### config.mk
export PLATFORM = sky130hd
export DESIGN_NAME = vector_line_stepper
export DESIGN_NICKNAME = d
export VERILOG_FILES = /design/src/rtl/vector_display_pkg.sv /design/src/rtl/vector_bresenham_core.sv /design/src/rtl/vector_line_stepper.sv
export SDC_FILE = /design/constraint.sdc
export NUM_CORES = 1
export LEC_CHECK = 0
export ABC_CLOCK_PERIOD_IN_PS = 4400
export CORE_MARGIN = 2
export CORE_UTILIZATION = 60
export DETAILED_ROUTE_END_ITERATION = 7
export HOLD_SLACK_MARGIN = 0.06
export PLACE_DENSITY = 0.84
export SLEW_MARGIN = 20
export SYNTH_ARGS = -nofsm -noshare
export SYNTH_HDL_FRONTEND = slang
export SYNTH_SLANG_ARGS = --single-unit
### constraint.sdc
create_clock -name clk -period 4.4 [get_ports clk]
set_input_delay 0.88 -clock clk [delete_from_list [all_inputs] [get_ports clk]]
set_output_delay 0.88 -clock clk [all_outputs]
set_load 0.01 [all_outputs]
### src/rtl/vector_display_pkg.sv
// Shared types for the vector display sample path: FSM states, DAC width,
// segment descriptor and the signed Bresenham error type.
package vector_display_pkg;

   localparam int unsigned DAC_W = 8;

   typedef enum logic [1:0] {
      IDLE,
      DRAW,
      JUMP
   } state_t;

   typedef logic signed [9:0] err_t;

   typedef struct packed {
      logic [DAC_W-1:0] x0;
      logic [DAC_W-1:0] y0;
      logic [DAC_W-1:0] x1;
      logic [DAC_W-1:0] y1;
      logic             blank;
   } segment_t;

   // Absolute distance between two codes, widened into the error domain.
   function automatic err_t axis_span(input logic [DAC_W-1:0] a,
                                      input logic [DAC_W-1:0] b);
      logic [DAC_W-1:0] d;
      d = (b >= a) ? (b - a) : (a - b);
      return err_t'({2'b00, d});
   endfunction

endpackage

### src/rtl/vector_bresenham_core.sv
// Integer Bresenham walker: load a segment, then step one point per advance
// strobe; at_end flags that the current point is the segment end.
module vector_bresenham_core
   import vector_display_pkg::*;
(
   input  logic             clk,
   input  logic             rst,
   input  logic             load,
   input  logic             advance,
   input  logic [DAC_W-1:0] x0,
   input  logic [DAC_W-1:0] y0,
   input  logic [DAC_W-1:0] x1,
   input  logic [DAC_W-1:0] y1,
   output logic [DAC_W-1:0] x,
   output logic [DAC_W-1:0] y,
   output logic             at_end
);

   logic [DAC_W-1:0] x_q, x_d, y_q, y_d;
   logic [DAC_W-1:0] x1_q, x1_d, y1_q, y1_d;
   err_t             err_q, err_d, dx_q, dx_d, dy_q, dy_d;
   logic             sx_neg_q, sx_neg_d, sy_neg_q, sy_neg_d;

   logic signed [10:0] e2, dx_w, dy_w;
   err_t               err_n;

   assign x      = x_q;
   assign y      = y_q;
   assign at_end = (x_q == x1_q) && (y_q == y1_q);

   always_comb begin
      x_d      = x_q;
      y_d      = y_q;
      x1_d     = x1_q;
      y1_d     = y1_q;
      err_d    = err_q;
      dx_d     = dx_q;
      dy_d     = dy_q;
      sx_neg_d = sx_neg_q;
      sy_neg_d = sy_neg_q;
      e2       = {err_q, 1'b0};
      dx_w     = {dx_q[9], dx_q};
      dy_w     = {dy_q[9], dy_q};
      err_n    = err_q;

      if (load) begin
         x_d      = x0;
         y_d      = y0;
         x1_d     = x1;
         y1_d     = y1;
         dx_d     = axis_span(x0, x1);
         dy_d     = -axis_span(y0, y1);
         err_d    = dx_d + dy_d;
         sx_neg_d = (x1 < x0);
         sy_neg_d = (y1 < y0);
      end else if (advance && !at_end) begin
         // Both axis decisions use the error value from before this step.
         if (e2 >= dy_w) begin
            err_n = err_n + dy_q;
            x_d   = sx_neg_q ? (x_q - DAC_W'(1)) : (x_q + DAC_W'(1));
         end
         if (e2 <= dx_w) begin
            err_n = err_n + dx_q;
            y_d   = sy_neg_q ? (y_q - DAC_W'(1)) : (y_q + DAC_W'(1));
         end
         err_d = err_n;
      end
   end

   always_ff @(posedge clk or posedge rst) begin
      if (rst) begin
         x_q      <= '0;
         y_q      <= '0;
         x1_q     <= '0;
         y1_q     <= '0;
         err_q    <= '0;
         dx_q     <= '0;
         dy_q     <= '0;
         sx_neg_q <= 1'b0;
         sy_neg_q <= 1'b0;
      end else begin
         x_q      <= x_d;
         y_q      <= y_d;
         x1_q     <= x1_d;
         y1_q     <= y1_d;
         err_q    <= err_d;
         dx_q     <= dx_d;
         dy_q     <= dy_d;
         sx_neg_q <= sx_neg_d;
         sy_neg_q <= sy_neg_d;
      end
   end

endmodule

### src/rtl/vector_line_stepper.sv
// Segment sequencer for the vector X/Y DAC path: drawn lines are walked point
// by point with a dwell per point, blanked moves jump and settle with beam off.
// Optional macro VECTOR_LINE_STEPPER_ENDPOINT_HOLD_EN extends the last drawn point.
module vector_line_stepper
   import vector_display_pkg::*;
#(
   parameter int unsigned DWELL         = 4,
   parameter int unsigned SETTLE        = 16,
   parameter int unsigned ENDPOINT_HOLD = 8
) (
   input  logic             clk,
   input  logic             rst,
   input  logic             seg_valid,
   output logic             seg_ready,
   input  logic [DAC_W-1:0] seg_x0,
   input  logic [DAC_W-1:0] seg_y0,
   input  logic [DAC_W-1:0] seg_x1,
   input  logic [DAC_W-1:0] seg_y1,
   input  logic             seg_blank,
   output logic [DAC_W-1:0] x_code,
   output logic [DAC_W-1:0] y_code,
   output logic             beam_on,
   output logic             busy,
   output logic             seg_done
);

`ifdef VECTOR_LINE_STEPPER_ENDPOINT_HOLD_EN
   localparam bit TAIL_EN = 1'b1;
`else
   localparam bit TAIL_EN = 1'b0;
`endif

   localparam int unsigned DRAW_MAX = DWELL + ENDPOINT_HOLD;
   localparam int unsigned HOLD_MAX = (DRAW_MAX > SETTLE) ? DRAW_MAX : SETTLE;
   localparam int unsigned CNT_W    = $clog2(HOLD_MAX + 1);

   state_t           state_q, state_d;
   logic [CNT_W-1:0] cnt_q, cnt_d;
   logic             tail_q, tail_d;
   logic             ready_q, ready_d;
   logic             busy_q, busy_d;
   logic             beam_q, beam_d;
   logic             done_q, done_d;

   segment_t         seg_in;
   logic             accept;
   logic             core_load, core_adv, core_at_end;
   logic [DAC_W-1:0] start_x, start_y;

   assign seg_in    = {seg_x0, seg_y0, seg_x1, seg_y1, seg_blank};
   assign accept    = seg_valid && ready_q;
   // A blanked move is a zero-length walk starting at its destination.
   assign start_x   = seg_in.blank ? seg_in.x1 : seg_in.x0;
   assign start_y   = seg_in.blank ? seg_in.y1 : seg_in.y0;

   assign seg_ready = ready_q;
   assign busy      = busy_q;
   assign beam_on   = beam_q;
   assign seg_done  = done_q;

   vector_bresenham_core u_core (
      .clk     (clk),
      .rst     (rst),
      .load    (core_load),
      .advance (core_adv),
      .x0      (start_x),
      .y0      (start_y),
      .x1      (seg_in.x1),
      .y1      (seg_in.y1),
      .x       (x_code),
      .y       (y_code),
      .at_end  (core_at_end)
   );

   always_comb begin
      state_d   = state_q;
      cnt_d     = cnt_q;
      tail_d    = tail_q;
      core_load = 1'b0;
      core_adv  = 1'b0;

      case (state_q)
         IDLE: begin
            if (accept) begin
               core_load = 1'b1;
               tail_d    = 1'b0;
               if (seg_in.blank) begin
                  state_d = JUMP;
                  cnt_d   = CNT_W'(SETTLE - 1);
               end else begin
                  state_d = DRAW;
                  cnt_d   = CNT_W'(DWELL - 1);
               end
            end
         end
         DRAW: begin
            if (cnt_q != '0) begin
               cnt_d = cnt_q - CNT_W'(1);
            end else if (core_at_end) begin
               if (TAIL_EN && !tail_q && (ENDPOINT_HOLD != 0)) begin
                  tail_d = 1'b1;
                  cnt_d  = CNT_W'(ENDPOINT_HOLD - 1);
               end else begin
                  state_d = IDLE;
               end
            end else begin
               core_adv = 1'b1;
               cnt_d    = CNT_W'(DWELL - 1);
            end
         end
         JUMP: begin
            if (cnt_q != '0) begin
               cnt_d = cnt_q - CNT_W'(1);
            end else begin
               state_d = IDLE;
            end
         end
         default: state_d = IDLE;
      endcase

      ready_d = (state_d == IDLE);
      busy_d  = (state_d != IDLE);
      beam_d  = (state_d == DRAW);
      done_d  = (state_q != IDLE) && (state_d == IDLE);
   end

   always_ff @(posedge clk or posedge rst) begin
      if (rst) begin
         state_q <= IDLE;
         cnt_q   <= '0;
         tail_q  <= 1'b0;
         ready_q <= 1'b0;
         busy_q  <= 1'b0;
         beam_q  <= 1'b0;
         done_q  <= 1'b0;
      end else begin
         state_q <= state_d;
         cnt_q   <= cnt_d;
         tail_q  <= tail_d;
         ready_q <= ready_d;
         busy_q  <= busy_d;
         beam_q  <= beam_d;
         done_q  <= done_d;
      end
   end

endmodule

==> impl_metrics.py <==
metrics = {
    "worst_setup_path": {
        "worstPathArrival_ns": 5.38,
        "cp-end-kind": "flop",
        "startpoint": "seg_blank",
        "critPathMaxFanout": 5,
        "cp_data_required_time_ns": 4.63,
        "crit_type": "in2reg",
        "timing.rr.end": "u_core.err_q[9]",
        "timing.rr.start": "u_core.dy_q[2]",
        "regToRegSetupSlack_ns": -0.04,
        "reg2regPathDepth": 19,
        "start_kind": "input port",
    },
    "global_routing": {
        "grt_overflow": 0,
        "track_usage_pct": 42.4,
        "met3_usage_pct": 9.78,
        "grt_pass1_vias": 8390,
        "grt_max_degree": 42,
        "use_met2_pct": 71.6,
        "grt_use_met1_pct": 48.2,
        "antenna_found_initial": 0,
        "grt_busiest_layer": "met2",
        "grt_pass1_wl_um": 42900,
    },
    "layout": {
        "antenna_cells": 0,
        "post-route-util_pct": 89.4,
        "fill_cells": 444,
        "fin_nets": 1239,
        "final_common_cell": "buf_4",
        "mostFrequentLayoutCells": "buf_4, nand2_1, dfrtp_1, ha_1",
        "syn_to_final_growth_pct": 46.7,
        "layout-drive-gt1-share_pct": 32.7,
        "ff_latch_area_um2": 1830,
        "multiInputGateArea_um2": 5910,
    },
    "hold_path": {
        "holdPathEnd": "u_core.x1_q[6]",
        "min_from": "u_core.x1_q[6]",
        "whs_path_depth": 2,
        "hold_class": "reg2reg",
    },
    "routing": {
        "finalWirelength_um": 32100,
        "ant_nets": 0,
        "drtIter0Drc": 1360,
        "dr.pass1.iters": 7,
        "wire_per_inst_um": 25.6,
        "vias": 8908,
        "avgViaCountPerCell": 7.10,
        "drc_errors": 0,
    },
    "placement": {
        "dp_hpwl_um": 16700,
        "place.gp.congestion": 0.972,
        "io_buffers": 55,
    },
    "timing": {
        "finalCritPeriodShare_pct": 117,
        "tns_ns": -2.66,
        "slew_violations": 0,
        "holdWs_ns": 0.501,
        "rsz0062_at_grt": "yes",
        "maxSlewHeadroom_pct": 21.5,
        "finalSetupViolations": 7,
        "finalClockSkew_ns": 0.0121,
        "fmax_ghz": 0.194,
        "fin_crit_ns": 5.14,
        "worst_pin_slew_ns": 1.17,
        "fin_ws_ns": -0.745,
        "finalHoldViolCount": 0,
    },
    "yosys": {
        "synth_edf_count": 0,
        "syn_inst": 858,
        "postSynthNetCount": 995,
        "seq_area_frac_synth_pct": 25.2,
        "mappedNetlistArea_um2": 7260,
        "synth-main-ff-cell": "dfrtp_1",
        "synth-seq-cells": 73,
        "ys_warn_count": 0,
        "synthDistinctLibCells": 72,
        "ys_async_sr_fraction_pct": 100,
        "avgSynthCellArea_um2": 8.46,
    },
    "clock_tree": {
        "cts_htree_levels": 3,
        "root_buffer": "clkbuf_16",
        "cts.sinks": 73,
        "clk_pin_slew_ns": 0.07,
        "clockBufferDepth": 2,
        "cts_tree": "built",
        "clk_latency_ns": 0.35,
        "cts_made_buffers": 9,
        "cts_hold_buf": 0,
    },
    "power": {
        "leakage_uw": 0.00499,
        "vdd_drop_max_mv": 0.693,
        "p_per_area_nw_per_um2": 778,
        "combPwrFrac_pct": 73.3,
        "swShare_pct": 49.5,
        "internal-power_uw": 4180,
        "p_switching_uw": 4100,
        "pwr-share-clk_pct": 9.8,
        "p_seq_share_pct": 16.9,
    },
    "run": {
        "max_cap_viol_count": 0,
    },
    "die": {
        "fp.dieArea_um2": 13000,
        "rows": 40,
        "num_io_pins": 56,
        "initial_utilization_pct": 60.9,
        "fp.dieH_um": 114,
        "die_x_um": 114,
        "core_area_um2": 11900,
    },
    "outcome": {
        "status": "finished with violations",
        "violations": "setup timing",
    },
}
## worst max path at each step
stage | endpoint | slack [ns] | cells after the start
floorplan | u_core.err_q[9] | -0.33 | 20
global placement | u_core.err_q[9] | -0.93 | 21
detailed placement | u_core.err_q[9] | -1.07 | 20
CTS | u_core.err_q[9] | -0.22 | 20
global route | u_core.err_q[9] | -0.74 | 17
finish | u_core.err_q[9] | -0.74 | 22
## layout make-up
class / count / area share [%]
clock buffers: 10 / 2.24
clock inverters: 6 / 0.682
inverters: 74 / 2.61
multi-input cells: 685 / 55.5
flip-flops and latches: 73 / 17.2
well taps: 147 / 1.73
repair buffers: 259 / 20.0
## per-layer routing
layer | up-vias | share of wire, % | wire, um
met2 | 928 | 44 | 14100
li1 | 3542 | - | -
met3 | 363 | 12 | 3780
met4 | 0 | 10 | 3260
met1 | 4075 | 34 | 10900
met5 | - | 0 | 0
## stage by stage
stage | instances | setup slack (ns) | power [uW] | cell area (um2)
global placement | 1178 | -0.930 | 6100 | 9090
CTS | 1235 | -0.219 | 7420 | 10000
detailed placement | 1178 | -1.07 | 6300 | 9090
floorplan | 858 | -0.330 | 4710 | 7430
global route | 1254 | -0.737 | 8640 | 10600
finish | 1254 | -0.745 | 8280 | 10600
## timing repair
| item | 4_1_cts | 5_1_grt |
|---|---|---|
| setup endpoints to repair | 7 | 6 |
| hold endpoints to repair | 0 | 0 |
| buffers inserted | 41 | 20 |
| resized for setup | 82 | 79 |
| cloned | 1 | 0 |
| pin swaps | 45 | 45 |
## cells in the mapped netlist (9+ instances only)
cell      count  area, um2
nand2_1      93        349
ha_1         92       1150
inv_1        74        278
dfrtp_1      73       1830
o21ai_0      73        365
a21oi_1      50        250
nor2_1       40        150
xnor2_1      39        342
mux2i_1      24        240
mux2_2       22        248
nor3_1       17       85.1
a21o_1       16        120
clkbuf_1     15       56.3
a211oi_1     13       97.6
a31oi_1      13       81.3
nor2b_1      13       81.3
xor2_1       13        114
nand3_1      12       60.1
o21a_1       12       90.1
nand2b_1     11       68.8
nand4_1      10       62.6
or3_1        10       62.6
fa_1          9        180
o21bai_1      9       67.6
## power groups by stage
stage	clock network [uW]	logic [uW]	registers [uW]
after global routing	822	6410	1410
after global placement	0	4760	1330
after floorplan	0	3420	1300
after detailed placement	0	4950	1350
after CTS	779	5290	1350
final	810	6080	1400
## logic make-up after synthesis
family,count (synthesis),synth area share (%)
adder cells (fa/ha/maj),101,18.3
AND/OR/NAND/NOR,238,16.2
buffers and inverters,100,5.38
flip-flops,73,25.2
XOR/XNOR,52,6.27
AO/OA/AOI/OAI,247,21.8
multiplexers,47,6.88
## sequential cells by signal, summed over array words and instances, names as in the netlist, 2 cells and up
signal	cells
u_core.err_q	10
u_core.y	8
u_core.x1_q	8
cnt_q	5
u_core.x	8
u_core.dx_q	8
state_q	2
u_core.y1_q	8
u_core.dy_q	10
## worst max-delay path: stages
cell and delay [ns]:
buf_8 0.08, buf_6 0.14, buf_4 0.15, mux2i_4 0.24, inv_2 0.08, buf_4 0.14, ha_1 0.33, buf_4 0.17
nor2b_1 0.14, o21ai_0 0.33, nand2b_1 0.23, mux2i_1 0.31, xnor2_1 0.32, ha_4 0.31, nand2_2 0.08, o21ai_2 0.07
o31a_1 0.28, o21a_1 0.24, o21ai_2 0.26, a2111oi_4 0.11, o2111a_1 0.24, a211o_1 0.24
Note: power is estimated with default switching activity, not from simulation.
